`config.mk`:
```
export PLATFORM = sky130hd
export DESIGN_NAME = hazard_stall_controller_flat
export DESIGN_NICKNAME = d
export VERILOG_FILES = /design/src/rtl/hazard_stall_controller_pkg.sv /design/src/rtl/hazard_stall_controller_if.sv /design/src/rtl/hazard_stall_controller_md_sequencer.sv /design/src/rtl/hazard_stall_controller.sv /design/src/flat_wrapper.sv
export SDC_FILE = /design/constraint.sdc
export NUM_CORES = 1
export LEC_CHECK = 0
export CAP_MARGIN = 10
export CORE_MARGIN = 4
export CORE_UTILIZATION = 51
export CTS_CLUSTER_DIAMETER = 50
export DETAILED_ROUTE_END_ITERATION = 8
export GPL_TIMING_DRIVEN = 0
export PLACE_DENSITY = 0.88
export SLEW_MARGIN = 10
export SYNTH_ARGS = -nofsm -noshare
export SYNTH_HDL_FRONTEND = slang
export SYNTH_SLANG_ARGS = --single-unit
export TNS_END_PERCENT = 20
```
`constraint.sdc`:
```
create_clock -name clk -period 6.1 [get_ports clk]
set_input_delay 1.22 -clock clk [delete_from_list [all_inputs] [get_ports clk]]
set_output_delay 1.22 -clock clk [all_outputs]
set_load 0.1 [all_outputs]
```
`src/rtl/hazard_stall_controller_pkg.sv`:
```
// Shared pipeline definitions for the hazard/stall controller: register index
// width, the $0 constant, multiply/divide FSM encoding and a source-match helper.
package hazard_stall_controller_pkg;

    localparam int REG_W = 5;
    localparam logic [REG_W-1:0] REG_ZERO = '0;

    typedef logic [1:0] md_state_t;

    localparam md_state_t MD_IDLE    = 2'd0;
    localparam md_state_t MD_MUL_RUN = 2'd1;
    localparam md_state_t MD_DIV_RUN = 2'd2;

    // A source depends on a producer only when both sides are live and the register is not $0.
    function automatic logic src_match(
        input logic [REG_W-1:0] src,
        input logic             src_used,
        input logic [REG_W-1:0] dst,
        input logic             dst_written
    );
        return src_used && dst_written && (dst != REG_ZERO) && (src == dst);
    endfunction

endpackage

```
`src/rtl/hazard_stall_controller_if.sv`:
```
// Bundle of ID/EX/MEM hazard inputs and the pipeline-enable outputs exchanged
// between the pipeline (master) and the hazard controller (slave).
interface hazard_stall_controller_if;
    import hazard_stall_controller_pkg::*;

    logic [REG_W-1:0] rs_ID;
    logic [REG_W-1:0] rt_ID;
    logic             useRs_ID;
    logic             useRt_ID;
    logic             branch_ID;
    logic             branchTaken_ID;
    logic [REG_W-1:0] writeRegAddress_EX;
    logic [REG_W-1:0] writeRegAddress_MEM;
    logic             regWrite_EX_Signal;
    logic             regWrite_MEM_Signal;
    logic             memRead_EX_Signal;
    logic             memRead_MEM_Signal;
    logic             mdStart_ID;
    logic             mdIsDiv_ID;
    logic             hiloRead_ID;
    logic             pcWrite;
    logic             ifidWrite;
    logic             ifidFlush;
    logic             idexFlush;
    logic             mdBusy;
    logic             mdDone;
    logic [31:0]      stallCycles;

    modport master (
        output rs_ID, rt_ID, useRs_ID, useRt_ID, branch_ID, branchTaken_ID,
               writeRegAddress_EX, writeRegAddress_MEM,
               regWrite_EX_Signal, regWrite_MEM_Signal,
               memRead_EX_Signal, memRead_MEM_Signal,
               mdStart_ID, mdIsDiv_ID, hiloRead_ID,
        input  pcWrite, ifidWrite, ifidFlush, idexFlush, mdBusy, mdDone, stallCycles
    );

    modport slave (
        input  rs_ID, rt_ID, useRs_ID, useRt_ID, branch_ID, branchTaken_ID,
               writeRegAddress_EX, writeRegAddress_MEM,
               regWrite_EX_Signal, regWrite_MEM_Signal,
               memRead_EX_Signal, memRead_MEM_Signal,
               mdStart_ID, mdIsDiv_ID, hiloRead_ID,
        output pcWrite, ifidWrite, ifidFlush, idexFlush, mdBusy, mdDone, stallCycles
    );

endinterface

```
`src/rtl/hazard_stall_controller_md_sequencer.sv`:
```
// Tracks HI/LO occupancy of the multi-cycle multiply/divide unit: a small FSM
// with a countdown, producing busy and a one-cycle done pulse.
module md_sequencer
    import hazard_stall_controller_pkg::*;
#(
    parameter int MUL_LAT = 4,
    parameter int DIV_LAT = 32,
    parameter int CNT_W   = 6
) (
    input  logic clk,
    input  logic rst_n,
    input  logic start,
    input  logic is_div,
    output logic busy,
    output logic done
);

    md_state_t        state;
    logic [CNT_W-1:0] cnt;
    logic             done_q;

    // The last run cycle (cnt==1) hands back to IDLE so that done lands on the first idle cycle.
    always_ff @(posedge clk or negedge rst_n) begin
        if (!rst_n) begin
            state  <= MD_IDLE;
            cnt    <= '0;
            done_q <= 1'b0;
        end else begin
            done_q <= 1'b0;
            case (state)
                MD_IDLE: begin
                    if (start) begin
                        state <= is_div ? MD_DIV_RUN : MD_MUL_RUN;
                        cnt   <= is_div ? CNT_W'(DIV_LAT - 1) : CNT_W'(MUL_LAT - 1);
                    end
                end
                MD_MUL_RUN, MD_DIV_RUN: begin
                    if (cnt == CNT_W'(1)) begin
                        state  <= MD_IDLE;
                        cnt    <= '0;
                        done_q <= 1'b1;
                    end else begin
                        cnt <= cnt - CNT_W'(1);
                    end
                end
                default: begin
                    state <= MD_IDLE;
                    cnt   <= '0;
                end
            endcase
        end
    end

    assign busy = (state != MD_IDLE);
    assign done = done_q;

endmodule

```
`src/rtl/hazard_stall_controller.sv`:
```
// ID-stage hazard controller: detects load-use, branch operand and HI/LO hazards,
// drives PC / IF/ID / ID/EX control and counts stalled cycles.
module hazard_stall_controller
    import hazard_stall_controller_pkg::*;
#(
    parameter int MUL_LAT = 4,
    parameter int DIV_LAT = 32,
    parameter int CNT_W   = 6
) (
    input  logic                      clk,
    input  logic                      rst_n,
    hazard_stall_controller_if.slave  bus
);

    logic        load_use;
    logic        branch_haz;
    logic        md_haz;
    logic        stall;
    logic        md_busy;
    logic        md_done;
    logic        md_start;
    logic        ex_rs;
    logic        ex_rt;
    logic        mem_load_rs;
    logic        mem_load_rt;
    logic [31:0] stall_count;

    assign ex_rs       = src_match(bus.rs_ID, bus.useRs_ID, bus.writeRegAddress_EX, bus.regWrite_EX_Signal);
    assign ex_rt       = src_match(bus.rt_ID, bus.useRt_ID, bus.writeRegAddress_EX, bus.regWrite_EX_Signal);
    assign mem_load_rs = src_match(bus.rs_ID, bus.useRs_ID, bus.writeRegAddress_MEM,
                                   bus.regWrite_MEM_Signal & bus.memRead_MEM_Signal);
    assign mem_load_rt = src_match(bus.rt_ID, bus.useRt_ID, bus.writeRegAddress_MEM,
                                   bus.regWrite_MEM_Signal & bus.memRead_MEM_Signal);

    // Branches compare in ID, so even ALU results in EX and loads in MEM are too late to forward.
    assign load_use   = bus.memRead_EX_Signal & (ex_rs | ex_rt);
    assign branch_haz = bus.branch_ID & (ex_rs | ex_rt | mem_load_rs | mem_load_rt);
    assign md_haz     = md_busy & (bus.hiloRead_ID | bus.mdStart_ID);
    assign stall      = load_use | branch_haz | md_haz;
    assign md_start   = bus.mdStart_ID & ~stall;

    md_sequencer #(
        .MUL_LAT (MUL_LAT),
        .DIV_LAT (DIV_LAT),
        .CNT_W   (CNT_W)
    ) u_md_sequencer (
        .clk    (clk),
        .rst_n  (rst_n),
        .start  (md_start),
        .is_div (bus.mdIsDiv_ID),
        .busy   (md_busy),
        .done   (md_done)
    );

    always_ff @(posedge clk or negedge rst_n) begin
        if (!rst_n) begin
            stall_count <= '0;
        end else if (stall) begin
            stall_count <= stall_count + 32'd1;
        end
    end

    assign bus.pcWrite     = ~stall;
    assign bus.ifidWrite   = ~stall;
    assign bus.idexFlush   = stall;
    assign bus.ifidFlush   = ~stall & bus.branchTaken_ID;
    assign bus.mdBusy      = md_busy;
    assign bus.mdDone      = md_done;
    assign bus.stallCycles = stall_count;

endmodule
```
`src/flat_wrapper.sv`:
```
// flat-port wrapper written by rule: the top's interface ports become plain ports
module hazard_stall_controller_flat import hazard_stall_controller_pkg::*;
#(
    parameter int MUL_LAT = 4,
    parameter int DIV_LAT = 32,
    parameter int CNT_W   = 6
)
  (clk, rst_n, bus_rs_ID, bus_rt_ID, bus_useRs_ID, bus_useRt_ID, bus_branch_ID, bus_branchTaken_ID, bus_writeRegAddress_EX, bus_writeRegAddress_MEM, bus_regWrite_EX_Signal, bus_regWrite_MEM_Signal, bus_memRead_EX_Signal, bus_memRead_MEM_Signal, bus_mdStart_ID, bus_mdIsDiv_ID, bus_hiloRead_ID, bus_pcWrite, bus_ifidWrite, bus_ifidFlush, bus_idexFlush, bus_mdBusy, bus_mdDone, bus_stallCycles);
  hazard_stall_controller_if bus_i ();
  input  logic clk;
  input  logic rst_n;
  input wire logic [$bits(bus_i.rs_ID)-1:0] bus_rs_ID;
  input wire logic [$bits(bus_i.rt_ID)-1:0] bus_rt_ID;
  input wire logic [$bits(bus_i.useRs_ID)-1:0] bus_useRs_ID;
  input wire logic [$bits(bus_i.useRt_ID)-1:0] bus_useRt_ID;
  input wire logic [$bits(bus_i.branch_ID)-1:0] bus_branch_ID;
  input wire logic [$bits(bus_i.branchTaken_ID)-1:0] bus_branchTaken_ID;
  input wire logic [$bits(bus_i.writeRegAddress_EX)-1:0] bus_writeRegAddress_EX;
  input wire logic [$bits(bus_i.writeRegAddress_MEM)-1:0] bus_writeRegAddress_MEM;
  input wire logic [$bits(bus_i.regWrite_EX_Signal)-1:0] bus_regWrite_EX_Signal;
  input wire logic [$bits(bus_i.regWrite_MEM_Signal)-1:0] bus_regWrite_MEM_Signal;
  input wire logic [$bits(bus_i.memRead_EX_Signal)-1:0] bus_memRead_EX_Signal;
  input wire logic [$bits(bus_i.memRead_MEM_Signal)-1:0] bus_memRead_MEM_Signal;
  input wire logic [$bits(bus_i.mdStart_ID)-1:0] bus_mdStart_ID;
  input wire logic [$bits(bus_i.mdIsDiv_ID)-1:0] bus_mdIsDiv_ID;
  input wire logic [$bits(bus_i.hiloRead_ID)-1:0] bus_hiloRead_ID;
  output wire logic [$bits(bus_i.pcWrite)-1:0] bus_pcWrite;
  output wire logic [$bits(bus_i.ifidWrite)-1:0] bus_ifidWrite;
  output wire logic [$bits(bus_i.ifidFlush)-1:0] bus_ifidFlush;
  output wire logic [$bits(bus_i.idexFlush)-1:0] bus_idexFlush;
  output wire logic [$bits(bus_i.mdBusy)-1:0] bus_mdBusy;
  output wire logic [$bits(bus_i.mdDone)-1:0] bus_mdDone;
  output wire logic [$bits(bus_i.stallCycles)-1:0] bus_stallCycles;
  assign bus_i.rs_ID = bus_rs_ID;
  assign bus_i.rt_ID = bus_rt_ID;
  assign bus_i.useRs_ID = bus_useRs_ID;
  assign bus_i.useRt_ID = bus_useRt_ID;
  assign bus_i.branch_ID = bus_branch_ID;
  assign bus_i.branchTaken_ID = bus_branchTaken_ID;
  assign bus_i.writeRegAddress_EX = bus_writeRegAddress_EX;
  assign bus_i.writeRegAddress_MEM = bus_writeRegAddress_MEM;
  assign bus_i.regWrite_EX_Signal = bus_regWrite_EX_Signal;
  assign bus_i.regWrite_MEM_Signal = bus_regWrite_MEM_Signal;
  assign bus_i.memRead_EX_Signal = bus_memRead_EX_Signal;
  assign bus_i.memRead_MEM_Signal = bus_memRead_MEM_Signal;
  assign bus_i.mdStart_ID = bus_mdStart_ID;
  assign bus_i.mdIsDiv_ID = bus_mdIsDiv_ID;
  assign bus_i.hiloRead_ID = bus_hiloRead_ID;
  assign bus_pcWrite = bus_i.pcWrite;
  assign bus_ifidWrite = bus_i.ifidWrite;
  assign bus_ifidFlush = bus_i.ifidFlush;
  assign bus_idexFlush = bus_i.idexFlush;
  assign bus_mdBusy = bus_i.mdBusy;
  assign bus_mdDone = bus_i.mdDone;
  assign bus_stallCycles = bus_i.stallCycles;
  hazard_stall_controller #(.MUL_LAT(MUL_LAT), .DIV_LAT(DIV_LAT), .CNT_W(CNT_W)) u_core (.clk(clk), .rst_n(rst_n), .bus(bus_i));
endmodule
```
==> impl_metrics.tcl, run 1 <==
set metrics [dict create \
    avgViaCountPerCell 5.78 \
    syn_nets 285 \
    drtIter0Drc 205 \
    first_global_vias 2249 \
    ios 71 \
    reg2reg_from "u_core.bus.stallCycles[2]$_DFFE_PN0P_" \
    period_needed_ns 5.78 \
    slew_viol_final 0 \
    whs_endpoint "u_core.bus.stallCycles[31]$_DFFE_PN0P_" \
    worstPathArrival_ns 4.56 \
    clock-sinks 41 \
    design.core.area_sq_mm 0.00450 \
    syn_inst 247 \
    first_pass_iters 4 \
    gr-usage-met3_pct 6.13 \
    crit_type "input pin to output pin" \
    maxCapViolCount 0 \
    max_clock_freq_ghz 0.173 \
    antenna_found_initial 0 \
    placed_area_sq_mm 0.00323 \
    io_buffer_count 70 \
    p_per_area_mw_per_mm2 431 \
    finalHoldViolations 0 \
    cts_setup_buffers 0 \
    cp_max_fo 11 \
    drc 0 \
    r2r_end "u_core.bus.stallCycles[25]$_DFFE_PN0P_" \
    synth_warnings 0 \
    cts_made_buffers 5 \
    fin_tns_setup_ns 0 \
    synth-edff-count 0 \
    diodes 0 \
    gr-usage-all-layers_pct 22.2 \
    post_drt_wl_per_cell_microns 16.5 \
    h-tree-depth 2 \
    worst_pin_slew_ns 1.01 \
    ys_types 45 \
    grt_use_met2_pct 36.2 \
    ys.flop_type "dfrtp_1" \
    area_growth_pct 36.6 \
    dpl.hpwl_microns 4750 \
    cts_tree "done" \
    ir_worst_vdd_v 0.000315 \
    vias 2184 \
    insertion_delay_ns 0.30 \
    start_util_pct 54.5 \
    post-route-period-util_pct 94.8 \
    synth-seq-area-share_pct 41.8 \
    netlist_area_sq_mm 0.00245 \
    nNetsFinal 363 \
    hold_path_class "register to register" \
    clkTransAtPathRegs_ns 0.07 \
    die_w_microns 77.4 \
    num_rows 24 \
    grt-ovfl-total 0 \
    crit_required_ns 4.88 \
    outcome "complete, no violations" \
    layout-drive-gt1-share_pct 6.44 \
    max_slew_margin_pct 32.5 \
    clock_skew_ns 0.00659 \
    holdPathStages 1 \
    p_leak_nw 1.31 \
    crit_path_start_kind "input pin" \
    die-area_sq_mm 0.00598 \
    min_from "u_core.bus.stallCycles[31]$_DFFE_PN0P_" \
    cts-root-buf "clkbuf_8" \
    worst_setup_path_end_kind "output pin" \
    top_usage_layer "met2" \
    grtUsageMet1_pct 28.8 \
    grt_pass1_wl_microns 10700 \
    place_congestion 0.928 \
    antenna_left 0 \
    grt_start_max_net_pins 34 \
    async_reset_ff_share_pct 100 \
    rr_worst_depth 6 \
    design_area_sq_mm 0.00335 \
    ff2ff_setup_slack_ns 3.84 \
    setup_violations 0 \
    chipHeight_microns 77.4 \
    ctsResizeCount 0 \
    syn_avg_cell_area_sq_um 9.93 \
    drt-total-wl_microns 6240 \
    synth-seq-cells 41 \
    rsz0062_at_grt "false" \
    cts_hold_buf 0 \
    clockBufferDepth 2 \
]
==> flip-flops by register name (all words and copies together) (netlist names) <==
| signal | count |
|---|---|
| u_core.u_md_sequencer.cnt | 6 |
| u_core.u_md_sequencer.done | 1 |
| u_core.u_md_sequencer.state | 2 |
| u_core.bus.stallCycles | 32 |
==> how the worst max path moves through the flow <==
| stage | start | to | depth (start not counted) |
|---|---|---|---|
| global placement | bus_writeRegAddress_EX[0] | bus_ifidFlush | 7 |
| detailed placement | bus_writeRegAddress_EX[0] | bus_ifidFlush | 7 |
| global route | bus_writeRegAddress_EX[0] | bus_ifidFlush | 7 |
| floorplan | bus_writeRegAddress_EX[0] | bus_ifidFlush | 5 |
| CTS | bus_writeRegAddress_EX[0] | bus_ifidFlush | 7 |
| finish | bus_writeRegAddress_EX[0] | bus_ifidFlush | 7 |
==> layer usage <==
layer | vias up | part of all wire (%)
met4 | 0 | 1.7
met1 | 1030 | 44
met2 | 98 | 47
met3 | 12 | 7.4
met5 | - | 0
li1 | 1044 | -
==> worst max-delay path, cell delays in order <==
cell	delay, ns
clkdlybuf4s50_1	0.49
or4_1	0.55
o22a_2	0.25
a221oi_4	0.44
buf_2	0.31
and2_1	0.16
clkdlybuf4s50_1	1.13
==> Yosys cell counts (all sizes together) (2+ instances only) <==
| cell type | instances | area share (%) |
|---|---|---|
| inv | 11 | 1.7 |
| o21a | 2 | 0.61 |
| nor4 | 9 | 2.3 |
| nor2 | 13 | 2.0 |
| a21o | 3 | 0.92 |
| nand4 | 15 | 3.8 |
| clkbuf | 3 | 0.46 |
| or3 | 3 | 0.76 |
| ha | 5 | 2.5 |
| nor4b | 3 | 1.1 |
| and2 | 6 | 1.6 |
| xor2 | 25 | 8.9 |
| nand3 | 12 | 2.4 |
| nor3b | 2 | 0.61 |
| nand2b | 2 | 0.51 |
| o22ai | 4 | 1.0 |
| nand2 | 14 | 2.1 |
| buf | 6 | 1.7 |
| nor3 | 13 | 2.7 |
| dfrtp | 41 | 42 |
| or4 | 3 | 0.92 |
| a221o | 2 | 0.82 |
| mux2i | 2 | 0.82 |
| xnor2 | 26 | 9.3 |
| o211ai | 2 | 0.82 |
| and3 | 6 | 1.5 |
==> metrics by stage <==
stage | hold slack, ns | util [%] | instances | setup slack, ns | total power, mW
floorplan | 0.476 | - | 247 | 1.12 | 1.00
global placement | 0.455 | 71.5 | 369 | 0.311 | 1.20
detailed placement | 0.464 | 71.8 | 370 | 0.306 | 1.22
CTS | 0.473 | 74.4 | 378 | 0.288 | 1.44
global route | 0.501 | 74.4 | 378 | 0.184 | 1.52
finish | 0.472 | 74.4 | 378 | 0.320 | 1.44
==> where the power goes <==
group	switching, mW	internal (mW)	total [mW]
combinational	0.588	0.239	0.827
clock	0.0947	0.133	0.228
sequential	0.0605	0.329	0.389
==> kinds of logic after synthesis <==
family	Yosys count	share of synthesized area [%]
AND/OR/NAND/NOR	103	23.0
XOR/XNOR	51	18.2
flip-flops	41	41.8
AO/OA/AOI/OAI	24	9.23
buffers and inverters	20	3.88
adder cells (fa/ha/maj)	5	2.55
multiplexers	3	1.27
==> area by class of cell <==
cell class,instances,area [sq um]
buffer,9,53.8
fill,333,1150
sequential,41,1030
multi-input combinational,186,1330
timing repair buffer,71,716
clock buffer,7,86.3
inverter,11,41.3
tap,52,65.1
clock inverter,1,30.0
==> cell usage in the layout (no fill, tap or decap), types with 3 or more instances in the layout <==
master           netlist  layout
nor3_1                13      13
nand2_1               14      14
clkdlybuf4s50_1        0      69
clkbuf_1               3       4
nor2_1                13      13
ha_1                   5       5
nor4b_1                3       3
nor4_1                 9       9
nand3_1               12      12
a21o_1                 3       3
nand4_1               15      15
or4_1                  3       3
o22ai_1                4       4
buf_4                  3       3
dfrtp_1               41      41
or3_1                  3       3
clkbuf_8               0       6
inv_1                 11      11
and2_1                 5       5
xnor2_1               26      26
and3_1                 6       6
xor2_1                25      25
Power figures use the tool's default switching activity.
==> inputs of run 2 (changes only) <==
Settings changed: CAP_MARGIN 10 to 20.
Clock period 6.1 ns to 7.27 ns, I/O delays scaled along.
==> results of run 2 <==
Same layout as run 1 (identical final DEF). Status: complete, no violations.
Main changes from that run: setup slack after placement 0.306 ns -> 1.01 ns; setup slack after layout 0.320 ns -> 1.02 ns; register-to-register setup slack 3.84 ns -> 5.01 ns; total power 1.44 mW -> 1.21 mW; worst IR drop on VDD 0.000315 V -> 0.000265 V
==> inputs of run 3 (changes only) <==
Settings changed: ABC_AREA set to 1, CORE_UTILIZATION 51 to 55, PLACE_DENSITY 0.88 to 0.89, SYNTH_HIERARCHICAL set to 1.
==> impl_metrics.tcl, run 3 <==
set metrics [dict create \
    outcome "complete, no violations" \
    rsz0062_at_grt "false" \
    netlist_area_sq_mm 0.00311 \
    num_rows 27 \
    syn_inst 473 \
    p_sw_share_pct 51.2 \
    vias 3270 \
    h-tree-depth 2 \
    grt_use_met2_pct 44.0 \
    p_leak_nw 1.99 \
    diodes 0 \
    io_buffer_count 70 \
    seq_area_sq_mm 0.00103 \
    avgViaCountPerCell 5.25 \
    dpl.hpwl_microns 6200 \
    worstPathArrival_ns 4.22 \
    cts_setup_buffers 0 \
    start_util_pct 56.4 \
    setup_violations 0 \
    largest_reg_flops 32 \
    top_usage_layer "met2" \
    die-area_sq_mm 0.00691 \
    grt_start_max_net_pins 26 \
    worst_setup_path_end_kind "output pin" \
    cp_max_fo 10 \
    synth_top_area_share_pct 33.0 \
    post-route-period-util_pct 78.1 \
    gr-usage-all-layers_pct 23.0 \
    grt_pass1_wl_microns 13400 \
    synth.area.top_cells "dfrtp_1 33%, nand2_1 22%, nand3_1 6.9%" \
    ys.flop_type "dfrtp_1" \
    fillCellCount 463 \
    max_slew_margin_pct 33.9 \
    maxCapViolCount 0 \
    synth_warnings 6 \
    combPwrFrac_pct 55.3 \
    cts_hold_buf 0 \
    power_mw 1.02 \
    p_switching_uw 523 \
    antenna_left 0 \
    post-place-cells 616 \
    design.core.area_sq_mm 0.00551 \
    fin_tns_setup_ns 0 \
    place_congestion 0.922 \
    cts_made_buffers 5 \
    antenna_found_initial 0 \
    insertion_delay_ns 0.29 \
    syn_avg_cell_area_sq_um 6.57 \
    cts-root-buf "clkbuf_8" \
    first_global_vias 3232 \
    setup_ws_ns 1.60 \
    design_area_sq_mm 0.00400 \
    ios 71 \
    ctsResizeCount 0 \
    first_pass_iters 5 \
    synth-edff-count 0 \
    synth-seq-area-share_pct 33.0 \
    crit_required_ns 5.82 \
    async_reset_ff_share_pct 100 \
    post-place-ws_ns 1.59 \
    fin_util_pct 72.7 \
    synth_commonest_cells "186 x nand2_1, 53 x inv_1, 43 x nand3_1, 43 x nor2_1, 41 x dfrtp_1" \
    crit_path_start_kind "input pin" \
    finalHoldViolations 0 \
    clkTransAtPathRegs_ns 0.08 \
    p_clk_share_pct 15.0 \
    mostFrequentLayoutCell "nand2_1" \
    drtIter0Drc 210 \
    worst_pin_slew_ns 0.989 \
    grt-ovfl-total 0 \
    yosys.area.top_type "dfrtp_1" \
    max_clock_freq_ghz 0.176 \
    p_per_area_mw_per_mm2 255 \
    instances_no_fill 623 \
    final_cell_mix "186 x nand2_1, 69 x clkdlybuf4s50_1, 53 x inv_1" \
    drt-total-wl_microns 7800 \
    p_int_uw 499 \
    gr-usage-met3_pct 4.86 \
    whs_ns 0.515 \
    syn_nets 511 \
    ys_types 29 \
    cts_tree "done" \
    layout-drive-gt1-share_pct 7.99 \
    area_growth_pct 28.8 \
    synth-seq-cells 41 \
    sequentialPowerShare_pct 29.7 \
    clockBufferDepth 2 \
    ir_worst_vdd_v 0.000229 \
    die_w_microns 83.1 \
    post-synth-top-count-cell "nand2_1" \
    post_drt_wl_per_cell_microns 12.5 \
    placed_area_sq_mm 0.00391 \
    clock-sinks 41 \
    grtUsageMet1_pct 24.7 \
    drc 0 \
    multi_input_area_sq_mm 0.00182 \
    nNetsFinal 589 \
    crit_type "input pin to output pin" \
    clock_skew_ns 0.0114 \
    period_needed_ns 5.67 \
    slew_viol_final 0 \
    chipHeight_microns 83.1 \
    hold_path_class "register to register" \
]
==> run 3: layer usage <==
metal  vias up  part of all wire, %
met5         -                    0
met4         0                  1.8
met3        17                  6.1
met2       107                   52
met1      1514                   40
li1       1632                    -
==> run 3: cell families after synthesis <==
kind of cell               share of synthesized area (%)
DFF                                                 33.0
AOI/OAI and AO/OA                                   2.86
adders and majority gates                           2.01
and+or+nand+nor                                     44.9
buffers and inverters                               8.46
xor gates and xnor gates                            8.74
==> run 3: final timing paths <==
| path | start | endpoint | slack (ns) | depth (start not counted) |
|---|---|---|---|---|
| max | bus_writeRegAddress_MEM[1] | bus_pcWrite | 1.60 | 13 |
| min | u_core/u_md_sequencer/cnt[0]$_DFFE_PN0P_ | u_core/u_md_sequencer/cnt[0]$_DFFE_PN0P_ | 0.51 | 1 |
| max reg2reg | u_core/u_md_sequencer/state[0]$_DFFE_PN0P_ | u_core/u_md_sequencer/cnt[5]$_DFFE_PN0P_ | 4.96 | 11 |
| min reg2reg | u_core/u_md_sequencer/cnt[0]$_DFFE_PN0P_ | u_core/u_md_sequencer/cnt[0]$_DFFE_PN0P_ | 0.51 | 1 |
| max in group asynchronous | rst_n | u_core/bus.stallCycles[30]$_DFFE_PN0P_ | 5.73 | 2 |
| min in group asynchronous | rst_n | u_core/bus.stallCycles[15]$_DFFE_PN0P_ | 1.07 | 1 |
==> run 3: power groups by stage <==
stage	clock network [mW]	registers (mW)	logic, mW
floorplan	0	0.393	0.334
global placement	0	0.306	0.543
detailed placement	0	0.307	0.564
CTS	0.158	0.303	0.566
global route	0.167	0.309	0.612
finish	0.153	0.303	0.565
==> run 3: area by class of cell <==
cell class                 count  area share, %
clock inverter                 1          0.188
multi-input combinational    367           45.4
inverter                      55           5.16
sequential                    41           25.6
clock buffer                   6           2.06
tap                           72           2.25
buffer                        10           1.41
timing repair buffer          71           17.9
==> run 3: worst max-delay path, stage by stage <==
cell             delay [ns]
clkdlybuf4s50_1        0.44
inv_1                  0.11
nand4_1                0.11
o21ai_0                0.17
inv_1                  0.05
nand2_1                0.06
nand2_1                0.06
nand2_2                0.15
nand2_4                0.11
buf_4                  0.21
inv_1                  0.07
buf_4                  0.09
clkdlybuf4s50_1        1.12
